## src/rtl/fu_cdb_scheduler.sv

```systemverilog
// Functional-unit occupancy tracker and round-robin CDB arbiter for the six
// RS-fed units (3 ALU, 2 MULT, 1 BRANCH).
module fu_cdb_scheduler #(
   parameter int N_FU     = 6,
   parameter int CDB_W    = 3,
   parameter int PR_W     = 6,
   parameter int ALU_LAT  = 1,
   parameter int MULT_LAT = 4,
   parameter int BR_LAT   = 1
) (
   input  logic                    clock,
   input  logic                    reset,
   input  logic                    flush,
   input  logic [N_FU-1:0]         issue_valid,
   input  logic [N_FU*PR_W-1:0]    issue_tag,
   output logic [N_FU-1:0]         fu_busy,
   output logic [CDB_W-1:0]        cdb_valid,
   output logic [CDB_W*PR_W-1:0]   cdb_tag,
   output logic [CDB_W*3-1:0]      cdb_fu_idx,
   output logic                    protocol_err
);

   localparam int IDX_W   = 3;
   localparam int SLOT_W  = (CDB_W > 1) ? $clog2(CDB_W) : 1;
   localparam int MAX_LAT = (MULT_LAT >= ALU_LAT && MULT_LAT >= BR_LAT) ? MULT_LAT :
                            (ALU_LAT >= BR_LAT) ? ALU_LAT : BR_LAT;
   localparam int CNT_W   = $clog2(MAX_LAT + 1);

   localparam logic [1:0] ST_IDLE = 2'd0;
   localparam logic [1:0] ST_EXEC = 2'd1;
   localparam logic [1:0] ST_DONE = 2'd2;

   function automatic int fu_lat(input int i);
      if (i < 3)      return ALU_LAT;
      else if (i < 5) return MULT_LAT;
      else            return BR_LAT;
   endfunction

   logic [1:0]       state  [N_FU];
   logic [CNT_W-1:0] cnt    [N_FU];
   logic [PR_W-1:0]  tag_q  [N_FU];
   logic [IDX_W-1:0] rr_ptr;
   logic [IDX_W-1:0] rr_next;

   logic [N_FU-1:0]  granted;
   logic [N_FU-1:0]  busy_int;
   logic [CDB_W-1:0] slot_vld;
   logic [IDX_W-1:0] slot_fu [CDB_W];

   // Rotating scan from rr_ptr; the k-th DONE unit found lands in slot k.
   always_comb begin
      int idx;
      int n_grant;
      logic [IDX_W-1:0] last_idx;
      granted  = '0;
      slot_vld = '0;
      for (int s = 0; s < CDB_W; s++) slot_fu[s] = '0;
      n_grant  = 0;
      last_idx = rr_ptr;
      idx      = 0;
      for (int k = 0; k < N_FU; k++) begin
         idx = int'(rr_ptr) + k;
         if (idx >= N_FU) idx = idx - N_FU;
         if (state[IDX_W'(idx)] == ST_DONE && n_grant < CDB_W) begin
            granted[IDX_W'(idx)]       = 1'b1;
            slot_vld[SLOT_W'(n_grant)] = 1'b1;
            slot_fu[SLOT_W'(n_grant)]  = IDX_W'(idx);
            last_idx                   = IDX_W'(idx);
            n_grant                    = n_grant + 1;
         end
      end
      if (n_grant == 0)                       rr_next = rr_ptr;
      else if (last_idx == IDX_W'(N_FU - 1))  rr_next = '0;
      else                                    rr_next = last_idx + 1'b1;
   end

   // Busy passes combinationally through the grant so a granted unit can take
   // a back-to-back issue in the same cycle.
   always_comb begin
      for (int i = 0; i < N_FU; i++)
         busy_int[i] = (state[i] == ST_EXEC) || (state[i] == ST_DONE && !granted[i]);
      fu_busy = reset ? '0 : busy_int;
   end

   // Invalid slots must broadcast tag 0: the RS treats tag 0 as always-matched.
   always_comb begin
      logic v;
      cdb_valid  = '0;
      cdb_tag    = '0;
      cdb_fu_idx = '0;
      for (int s = 0; s < CDB_W; s++) begin
         v = slot_vld[s] && !flush && !reset;
         cdb_valid[s] = v;
         if (v) begin
            cdb_tag[s*PR_W +: PR_W] = tag_q[slot_fu[s]];
            cdb_fu_idx[s*3 +: 3]    = slot_fu[s];
         end
      end
   end

   always_ff @(posedge clock) begin
      if (reset) begin
         rr_ptr       <= '0;
         protocol_err <= 1'b0;
         for (int i = 0; i < N_FU; i++) begin
            state[i] <= ST_IDLE;
            cnt[i]   <= '0;
            tag_q[i] <= '0;
         end
      end else if (flush) begin
         rr_ptr <= '0;
         for (int i = 0; i < N_FU; i++) begin
            state[i] <= ST_IDLE;
            cnt[i]   <= '0;
         end
      end else begin
         rr_ptr <= rr_next;
         if (|(issue_valid & busy_int)) protocol_err <= 1'b1;
         for (int i = 0; i < N_FU; i++) begin
            if (issue_valid[i] && !busy_int[i]) begin
               tag_q[i] <= issue_tag[i*PR_W +: PR_W];
               if (fu_lat(i) == 1) begin
                  state[i] <= ST_DONE;
               end else begin
                  state[i] <= ST_EXEC;
                  cnt[i]   <= CNT_W'(fu_lat(i) - 1);
               end
            end else if (state[i] == ST_DONE && granted[i]) begin
               state[i] <= ST_IDLE;
            end else if (state[i] == ST_EXEC) begin
               cnt[i] <= cnt[i] - 1'b1;
               if (cnt[i] == CNT_W'(1)) state[i] <= ST_DONE;
            end
         end
      end
   end

endmodule

```

## config.mk

```make
export PLATFORM = sky130hd
export DESIGN_NAME = fu_cdb_scheduler
export DESIGN_NICKNAME = d
export VERILOG_FILES = /design/src/rtl/fu_cdb_scheduler.sv
export SDC_FILE = /design/constraint.sdc
export NUM_CORES = 1
export LEC_CHECK = 0
export CAP_MARGIN = 20
export CORE_ASPECT_RATIO = 0.75
export CORE_MARGIN = 5
export CORE_UTILIZATION = 57
export CTS_CLUSTER_SIZE = 25
export DETAILED_ROUTE_END_ITERATION = 16
export HOLD_SLACK_MARGIN = 0.08
export PLACE_DENSITY = 0.85
export SLEW_MARGIN = 20
export SYNTH_ARGS = -nofsm -noshare
export SYNTH_HDL_FRONTEND = slang
export SYNTH_SLANG_ARGS = --single-unit
```

## constraint.sdc

```tcl
create_clock -name clock -period 12.56 [get_ports clock]
set_input_delay 3.768 -clock clock [delete_from_list [all_inputs] [get_ports clock]]
set_output_delay 3.768 -clock clock [all_outputs]
set_load 0.01 [all_outputs]
```

==> results of run 1 <==
flip-flops by register name, summed over array words and instances, names as in the netlist:
name / flops
cnt: 6
tag_q: 36
protocol_err: 1
rr_ptr: 3
state: 8
synthesized netlist by cell type, drive strengths merged, types with 16 or more instances:
master / instances
a21oi: 46
and2: 53
nand2: 69
edfxtp: 50
mux2i: 44
inv: 32
o221ai: 23
nor2: 44
o21ai: 33
clkbuf: 20
ha: 30
a211oi: 16
buf: 18
nand3: 23
through the flow:
stage	setup TNS, ns	worst slack [ns]	cell area [sq um]	hold WS (ns)
6_report	0	0.460	7020	0.569
5_1_grt	-0.112	-0.0608	7020	0.582
4_1_cts	0	0.130	6940	0.554
3_5_place_dp	0	0.218	6780	0.539
3_3_place_gp	0	0.568	6780	0.522
2_1_floorplan	0	0.922	5910	0.532
power by group through the flow:
stage               Combinational, mW  Clock (mW)  Sequential (mW)
floorplan                        1.13           0            0.235
global placement                 1.44           0            0.249
detailed placement               1.46           0            0.250
CTS                              1.48       0.143            0.246
global route                     1.67       0.151            0.251
finish                           1.56       0.142            0.249
metal layers:
layer  wire length [microns]  vias up  GRT usage, %  share of wire, %
met5                       0        -             0                 0
met4                     423        0          7.50               2.2
met3                    2360       53          5.25                12
met2                    8380      402          43.3                43
met1                    8340     2821          45.1                43
li1                        -     2688             -                 -
kinds of logic after synthesis:
group	Yosys count
other	1
DFF	54
adders and majority gates	31
AOI/OAI and AO/OA	208
muxes	59
xor gates and xnor gates	13
and+or+nand+nor	243
buffers and inverters	71
critical path, delay by kind of cell, from the launching register on:
family / cells / cell delay [ns]
adder cells (fa/ha/maj): 5 / 1.31
buffers and inverters: 6 / 1.60
XOR/XNOR: 2 / 0.48
AO/OA/AOI/OAI: 8 / 2.15
multiplexers: 3 / 0.87
AND/OR/NAND/NOR: 5 / 1.09
flip-flops: 1 / 0.54
timing repair:
action	CTS	global route
resized for setup	2	10
setup buffers	0	5
hold buffers	0	0
setup endpoints to repair	2	21
pin swaps	0	1
layout make-up:
cell class,count,area (sq um)
Multi-Input combinational cell,556,4060
Fill cell,842,3190
Sequential cell,54,1580
Timing Repair Buffer,97,935
Tap cell,136,170
Clock buffer,5,125
Inverter,33,124
Clock inverter,3,28.8
worst max-delay path by stage:
stage	cells after the start	end	startpoint
floorplan	37	cdb_tag[9]	rr_ptr[0]$_SDFFE_PP0P_
finish	29	cdb_tag[6]	rr_ptr[0]$_SDFFE_PP0P_
CTS	30	cdb_tag[17]	rr_ptr[1]$_SDFFE_PP0P_
global route	29	cdb_tag[6]	state[3][1]$_SDFFCE_PN0P_
global placement	27	cdb_tag[17]	rr_ptr[0]$_SDFFE_PP0P_
detailed placement	28	cdb_tag[17]	rr_ptr[0]$_SDFFE_PP0P_
==> impl_metrics.py, run 1 <==
metrics = {
    "power": {
        "combPwrFrac_pct": 80.0,
        "power_leakage_nw": 2.67,
        "power_frac_seq_pct": 12.7,
        "fin_total_pwr_mw": 1.96,
        "switching_power_mw": 1.02,
        "clockPowerShare_pct": 7.2,
        "ir_worst_vdd_mv": 0.124,
        "p_int_uw": 931,
        "power_density_nw_per_um2": 278,
        "swShare_pct": 52.4,
    },
    "synth": {
        "avgSynthCellArea_sq_um": 8.69,
        "synth_top_area_share_pct": 25.4,
        "synth-simple-area-share_pct": 21.6,
        "muxShareOfSynthArea_pct": 10.5,
        "synth_seq_cells": 54,
        "synth_adder_area_share_pct": 6.69,
        "yosysUniqueCellTypes": 85,
        "netlist_instances": 680,
        "ys_warn_count": 0,
        "synth_edf_count": 50,
        "synthTopCellsByArea": "edfxtp_1 (25%), mux2i_1 (7.5%), ha_1 (6.4%), and2_1 (5.3%), nand2_1 (4.3%)",
        "synth_flop_cell": "edfxtp_1",
        "ys_async_sr_fraction_pct": 0,
        "synth_top_family_by_area": "compound AO/OA/AOI/OAI gates",
        "syn_area_sq_um": 5910,
        "netlist.top_cell.by_area": "edfxtp_1",
        "synth-xor-area-share_pct": 2.05,
        "ys_seq_area_share_pct": 26.8,
        "synth-compound-area-share_pct": 26.8,
    },
    "flow_run": {
        "drv_cap": 0,
    },
    "clocking": {
        "clk-insertion-delay-late_ns": 0.29,
        "cts_max_level": 2,
        "clock_sinks": 54,
        "cts_buffers": 5,
        "clock-root-buffer": "clkbuf_16",
        "clock_path_buffers": 2,
        "clkTransAtPathRegs_ns": 0.07,
        "cts_tree": "built",
    },
    "global_routing": {
        "antenna_found_initial": 0,
        "grt.overflow.total": 0,
        "grt_pass1_vias": 5580,
        "grt_use_total_pct": 29.7,
        "grt_pass1_wl_mm": 29.8,
        "grt_max_degree": 34,
    },
    "setup_path": {
        "required_ns": 8.79,
        "critPathMaxFanout": 33,
        "ff2ff_setup_slack_ns": 4.71,
        "arrival_ns": 8.33,
        "rr_endpoint": "tag_q[3][1]$_SDFFCE_PN0P_",
        "worstSetupEndpointType": "output port",
        "r2r.worst_path.cells": 26,
        "crit_slowest_cell": "clkdlybuf4s50_1",
        "r2r_start": "rr_ptr[0]$_SDFFE_PP0P_",
        "slowest_delay_ns": 0.61,
        "cpMostUsedCell": "ha_1",
        "crit_type": "reg2out",
        "startpoint_type": "flop",
    },
    "outcome": {
        "outcome": "completed",
    },
    "cells_and_area": {
        "mostFrequentLayoutCells": "clkdlybuf4s50_1 (81), nand2_1 (67), edfxtp_1 (50)",
        "fin_cells": 884,
        "layout.nets": 823,
        "fin_util_pct": 68.8,
        "layout_commonest_cell": "clkdlybuf4s50_1",
        "drive_gt1_share_pct": 10.3,
        "antenna_cells": 0,
        "area_delta_synth_final_pct": 18.8,
    },
    "sta": {
        "worst_slew_pin_slew_ns": 1.17,
        "finalCriticalPeriod_ns": 12.10,
        "maxSlewViolCount": 0,
        "fin_crit_sh_pct": 96.3,
        "finalSetupViolations": 0,
        "skew_ns": 0.00505,
        "clock.fmax_mhz": 82.6,
        "final-hold-violation-count": 0,
        "slew_headroom_pct": 21.5,
    },
    "route": {
        "drt-pass1-iter-count": 6,
        "via_per_inst": 6.75,
        "totalWireLength_mm": 19.5,
        "drtAntennaViolNets": 0,
        "drc": 0,
        "wl_per_cell_microns": 22.1,
        "drt-initial-drc-count": 876,
        "via_count": 5964,
    },
    "die": {
        "die-area_sq_um": 12500,
        "rows": 32,
        "die_x_microns": 128,
        "start_util_pct": 57.9,
        "core_area_sq_um": 10200,
        "die_h_microns": 98.2,
        "io_pins": 82,
    },
    "worst_hold_path": {
        "worstHoldStart": "protocol_err$_SDFFE_PP0P_",
        "hold_path_class": "reg2reg",
        "min_path_cells": 2,
        "hold_end": "protocol_err$_SDFFE_PP0P_",
    },
    "place": {
        "place.gp.congestion": 1.05,
        "io_buffers": 81,
        "placed_cells": 871,
        "dp_hpwl_mm": 15.3,
    },
}
Note: power is estimated with default switching activity, not from simulation.
==> run 2: changes to the inputs <==
--- a/config.mk
+++ b/config.mk
@@ -5,6 +5,7 @@
 export SDC_FILE = /design/constraint.sdc
 export NUM_CORES = 1
 export LEC_CHECK = 0
+export ABC_CLOCK_PERIOD_IN_PS = 12560
 export CAP_MARGIN = 20
 export CORE_ASPECT_RATIO = 0.75
 export CORE_MARGIN = 5
@@ -13,6 +14,7 @@
 export DETAILED_ROUTE_END_ITERATION = 16
 export HOLD_SLACK_MARGIN = 0.08
 export PLACE_DENSITY = 0.85
+export SETUP_SLACK_MARGIN = 0.15
 export SLEW_MARGIN = 20
 export SYNTH_ARGS = -nofsm -noshare
 export SYNTH_HDL_FRONTEND = slang
==> impl_metrics.py, run 2 (same netlist as run 1, synthesis figures left out) <==
metrics = {
    "clocking": {
        "cts_tree": "built",
        "clock_sinks": 54,
        "clock_path_buffers": 2,
        "clk-insertion-delay-late_ns": 0.30,
        "cts_max_level": 2,
        "clock-root-buffer": "clkbuf_16",
        "cts_buffers": 5,
        "cts_hold_buf": 0,
        "clkTransAtPathRegs_ns": 0.07,
    },
    "cells_and_area": {
        "layout_commonest_cell": "clkdlybuf4s50_1",
        "fillers": 834,
        "fin_cells": 882,
        "multiInputGateArea_sq_um": 4080,
        "seq_area_sq_um": 1590,
        "top_register": "tag_q",
        "largest_reg_flops": 36,
        "mostFrequentLayoutCells": "clkdlybuf4s50_1 (81), nand2_1 (67), edfxtp_1 (50)",
        "area_delta_synth_final_pct": 19.1,
        "layout.nets": 821,
        "drive_gt1_share_pct": 10.2,
        "largestRegisters": "tag_q: 36 flops, state: 8 flops, cnt: 6 flops",
        "antenna_cells": 0,
        "fin_util_pct": 68.9,
    },
    "sta": {
        "rsz0062_at_grt": "false",
        "slew_headroom_pct": 22.3,
        "maxSlewViolCount": 0,
        "skew_ns": 0.00614,
        "finalSetupViolations": 0,
        "fin_crit_sh_pct": 95.1,
        "finalCriticalPeriod_ns": 11.94,
        "clock.fmax_mhz": 83.7,
        "worst_slew_pin_slew_ns": 1.16,
        "final-hold-violation-count": 0,
        "fin_setup_tns_ns": 0,
    },
    "setup_path": {
        "worstSetupEndpointType": "output port",
        "slowest_delay_ns": 0.61,
        "critPathMaxFanout": 33,
        "crit_type": "reg2out",
        "required_ns": 8.79,
        "startpoint_type": "flop",
        "crit_slowest_cell": "clkdlybuf4s50_1",
        "cpMostUsedCell": "ha_1",
        "arrival_ns": 8.18,
    },
    "die": {
        "rows": 32,
        "die-area_sq_um": 12500,
        "io_pins": 82,
        "die_x_microns": 128,
        "core_area_sq_um": 10200,
        "die_h_microns": 98.2,
        "start_util_pct": 57.9,
    },
    "route": {
        "via_count": 5964,
        "drt-initial-drc-count": 887,
        "via_per_inst": 6.76,
        "wl_per_cell_microns": 22.2,
        "drt-pass1-iter-count": 5,
        "drc": 0,
        "drtAntennaViolNets": 0,
        "totalWireLength_mm": 19.6,
    },
    "global_routing": {
        "grt_max_degree": 34,
        "grt_pass1_vias": 5579,
        "grt_use_total_pct": 29.7,
        "grt.overflow.total": 0,
        "antenna_found_initial": 0,
        "grt_pass1_wl_mm": 29.8,
    },
    "place": {
        "dp_hpwl_mm": 15.3,
        "placed_cells": 871,
        "io_buffers": 81,
        "place.gp.congestion": 1.05,
    },
    "power": {
        "power_leakage_nw": 2.66,
        "ir_worst_vdd_mv": 0.124,
        "power_density_nw_per_um2": 278,
    },
    "flow_run": {
        "drv_cap": 0,
    },
    "outcome": {
        "outcome": "completed",
    },
    "worst_hold_path": {
        "hold_path_class": "reg2reg",
    },
}
-- run 2: what timing repair did --
action,CTS,global route
setup endpoints to repair,9,20
pin swaps,0,1
gates resized for setup,3,14
setup buffers,0,3
-- run 2: path summary, 6_finish.rpt --
kind              depth (start not counted)  slack, ns                 startpoint                         to
setup / recovery                         31       0.62     rr_ptr[0]$_SDFFE_PP0P_                 cdb_tag[6]
hold / removal                            2       0.57  protocol_err$_SDFFE_PP0P_  protocol_err$_SDFFE_PP0P_
setup reg to reg                         28       4.85     rr_ptr[0]$_SDFFE_PP0P_  tag_q[3][4]$_SDFFCE_PN0P_
hold reg to reg                           2       0.57  protocol_err$_SDFFE_PP0P_  protocol_err$_SDFFE_PP0P_
-- run 2: power breakdown --
part | switching (mW) | total [mW] | internal [mW]
registers | 0.0306 | 0.249 | 0.219
logic | 0.929 | 1.56 | 0.633
clock network | 0.0665 | 0.143 | 0.0761
-- run 2: per-stage QoR --
stage / hold WS (ns) / instance area, sq um / power [mW] / setup slack, ns
after detailed placement: 0.539 / 6780 / 1.71 / 0.218
after CTS: 0.554 / 6950 / 1.87 / 0.162
final: 0.566 / 7040 / 1.95 / 0.617
after global placement: 0.522 / 6780 / 1.69 / 0.568
after global routing: 0.582 / 7040 / 2.07 / 0.168
after floorplan: 0.532 / 5910 / 1.37 / 0.922
-- run 2: routing by layer --
| metal | global-route usage, % | up-vias | share of wire [%] |
|---|---|---|---|
| met4 | 7.50 | 0 | 2.0 |
| met5 | 0 | - | 0 |
| met1 | 45.0 | 2814 | 43 |
| met3 | 5.25 | 48 | 12 |
| met2 | 43.4 | 418 | 43 |
| li1 | - | 2684 | - |
-- run 2: area by class of cell --
type | count | share of cell area [%]
sequential | 54 | 22.5
multi-input combinational | 556 | 58.0
clock inverter | 3 | 0.409
clock buffer | 5 | 1.78
inverter | 33 | 1.76
timing repair buffer | 95 | 13.1
tap | 136 | 2.42
-- run 2: worst max-delay path: cells and delay by family (launching register included) --
family / cells / cell delay [ns]
flip-flops: 1 / 0.55
AO/OA/AOI/OAI: 9 / 2.03
AND/OR/NAND/NOR: 5 / 0.95
XOR/XNOR: 2 / 0.60
adder cells (fa/ha/maj): 5 / 1.32
multiplexers: 3 / 0.85
buffers and inverters: 7 / 1.60
==> run 3: changes to the inputs <==
--- a/config.mk
+++ b/config.mk
@@ -12,9 +12,10 @@
 export CORE_UTILIZATION = 57
 export CTS_CLUSTER_SIZE = 25
 export DETAILED_ROUTE_END_ITERATION = 16
+export GPL_ROUTABILITY_DRIVEN = 0
 export HOLD_SLACK_MARGIN = 0.08
 export PLACE_DENSITY = 0.85
-export SETUP_SLACK_MARGIN = 0.15
+export SETUP_SLACK_MARGIN = 0.05
 export SLEW_MARGIN = 20
 export SYNTH_ARGS = -nofsm -noshare
 export SYNTH_HDL_FRONTEND = slang
==> impl_metrics.py, run 3 (same netlist as run 1, synthesis figures left out) <==
metrics = {
    "clocking": {
        "clk-insertion-delay-late_ns": 0.29,
        "clock_path_buffers": 2,
        "clkTransAtPathRegs_ns": 0.07,
        "cts_hold_buf": 0,
        "clock_sinks": 54,
        "cts_tree": "built",
        "cts_buffers": 5,
        "clock-root-buffer": "clkbuf_16",
        "cts_max_level": 2,
    },
    "die": {
        "die_h_microns": 98.2,
        "rows": 32,
        "die-area_sq_um": 12500,
        "io_pins": 82,
        "die_x_microns": 128,
        "core_area_sq_um": 10200,
        "start_util_pct": 57.9,
    },
    "sta": {
        "clock.fmax_mhz": 82.9,
        "skew_ns": 0.00591,
        "maxSlewViolCount": 0,
        "final-hold-violation-count": 0,
        "finalSetupViolations": 0,
        "worst_slew_pin_slew_ns": 1.01,
        "fin_setup_tns_ns": 0,
        "finalWorstSetupSlack_ns": 0.499,
        "fin_crit_sh_pct": 96.0,
        "finalCriticalPeriod_ns": 12.06,
        "slew_headroom_pct": 32.8,
    },
    "place": {
        "io_buffers": 81,
        "dp_hpwl_mm": 14.5,
        "dp_slack_ns": 0.0773,
    },
    "power": {
        "power_frac_seq_pct": 12.7,
        "power_leakage_nw": 2.67,
        "ir_worst_vdd_mv": 0.173,
        "p_int_uw": 930,
        "clockPowerShare_pct": 7.2,
        "fin_total_pwr_mw": 1.95,
        "switching_power_mw": 1.02,
        "power_density_nw_per_um2": 276,
        "swShare_pct": 52.2,
        "combPwrFrac_pct": 80.1,
    },
    "route": {
        "totalWireLength_mm": 18.7,
        "drc": 0,
        "drt-initial-drc-count": 942,
        "via_count": 6004,
        "drt-pass1-iter-count": 6,
        "wl_per_cell_microns": 21.1,
        "drtAntennaViolNets": 0,
        "via_per_inst": 6.78,
    },
    "setup_path": {
        "ff2ff_setup_slack_ns": 4.67,
        "arrival_ns": 8.29,
        "cpMostUsedCell": "ha_1",
        "critPathMaxFanout": 17,
        "slowest_delay_ns": 0.59,
        "rr_endpoint": "tag_q[3][2]$_SDFFCE_PN0P_",
        "required_ns": 8.79,
        "worstSetupEndpointType": "output port",
        "r2r_start": "rr_ptr[1]$_SDFFE_PP0P_",
        "startpoint_type": "flop",
        "r2r.worst_path.cells": 29,
        "crit_slowest_cell": "clkdlybuf4s50_1",
        "crit_type": "reg2out",
    },
    "outcome": {
        "outcome": "completed",
    },
    "cells_and_area": {
        "antenna_cells": 0,
        "fillers": 788,
        "area_delta_synth_final_pct": 19.4,
        "seq_area_sq_um": 1590,
        "drive_gt1_share_pct": 10.4,
        "multiInputGateArea_sq_um": 4080,
        "largest_reg_flops": 36,
        "largestRegisters": "tag_q: 36 flops, state: 8 flops, cnt: 6 flops",
        "top_register": "tag_q",
        "layout_commonest_cell": "clkdlybuf4s50_1",
        "mostFrequentLayoutCells": "clkdlybuf4s50_1 (81), nand2_1 (68), edfxtp_1 (50)",
        "layout.nets": 824,
    },
    "global_routing": {
        "grt_pass1_vias": 5407,
        "grt_max_degree": 28,
        "grt_use_total_pct": 28.3,
        "antenna_found_initial": 0,
        "grt_pass1_wl_mm": 28.5,
        "grt.overflow.total": 0,
    },
    "worst_hold_path": {
        "worstHoldStart": "protocol_err$_SDFFE_PP0P_",
        "hold_end": "protocol_err$_SDFFE_PP0P_",
        "min_path_cells": 2,
        "hold_path_class": "reg2reg",
    },
    "flow_run": {
        "drv_cap": 0,
    },
}
[run 3: cell count changes in the layout (fill, tap and decap cells not counted), sizes merged]
cell    delta
buf        +3
inv        +1
clkinv     -1
[run 3: worst max-delay path: cells and delay by family, from the launching register on]
family / cells / cell delay (ns)
compound gates: 10 / 2.87
fa+ha+maj: 6 / 1.50
buf+inv: 7 / 1.47
simple gates: 6 / 1.39
flops: 1 / 0.43
xor+xnor: 1 / 0.18
mux: 1 / 0.14
[run 3: worst max-delay path by stage]
stage                           start  slack (ns)          end  cells past startpoint
4_1_cts        rr_ptr[0]$_SDFFE_PP0P_         0.1   cdb_tag[7]                     30
5_1_grt        rr_ptr[1]$_SDFFE_PP0P_       -0.02  cdb_tag[17]                     32
3_5_place_dp   rr_ptr[1]$_SDFFE_PP0P_        0.08  cdb_tag[17]                     31
3_3_place_gp   rr_ptr[1]$_SDFFE_PP0P_        0.55  cdb_tag[16]                     31
6_report       rr_ptr[1]$_SDFFE_PP0P_        0.50  cdb_tag[17]                     31
2_1_floorplan  rr_ptr[0]$_SDFFE_PP0P_        0.92   cdb_tag[9]                     37
[run 3: through the flow]
stage	instances	utilization, %	cell area (sq um)	hold WS (ns)
after floorplan	681	-	5910	0.532
after global placement	870	66.3	6770	0.524
after detailed placement	870	66.3	6770	0.547
after CTS	878	68.0	6940	0.563
after global routing	885	69.1	7050	0.588
final	885	69.1	7050	0.565
[run 3: timing repair]
action	4_1_cts	5_1_grt
setup buffers	0	6
resized for setup	3	13
cloned	0	0
hold endpoints to repair	0	0
setup endpoints to repair	10	21
pin swaps	0	2
[run 3: power groups by stage]
stage          Sequential (mW)  Combinational, mW  Clock [mW]
2_1_floorplan            0.235               1.13           0
3_3_place_gp             0.247               1.40           0
3_5_place_dp             0.249               1.45           0
4_1_cts                  0.245               1.46       0.141
5_1_grt                  0.249               1.66       0.147
6_report                 0.248               1.56       0.139
[run 3: routing by layer]
layer  up-vias  GRT usage [%]  share of wire [%]
met5         -              0                  0
met4         0           6.10                1.7
met3        38           6.34                 14
met2       446           42.2                 43
met1      2831           41.7                 41
li1       2689              -                  -
[run 3: area by class of cell]
class,count,share of cell area [%]
Tap cell,136,2.41
Timing Repair Buffer,98,13.4
Inverter,33,1.76
Multi-Input combinational cell,556,57.8
Sequential cell,54,22.5
Clock inverter,3,0.373
Clock buffer,5,1.77
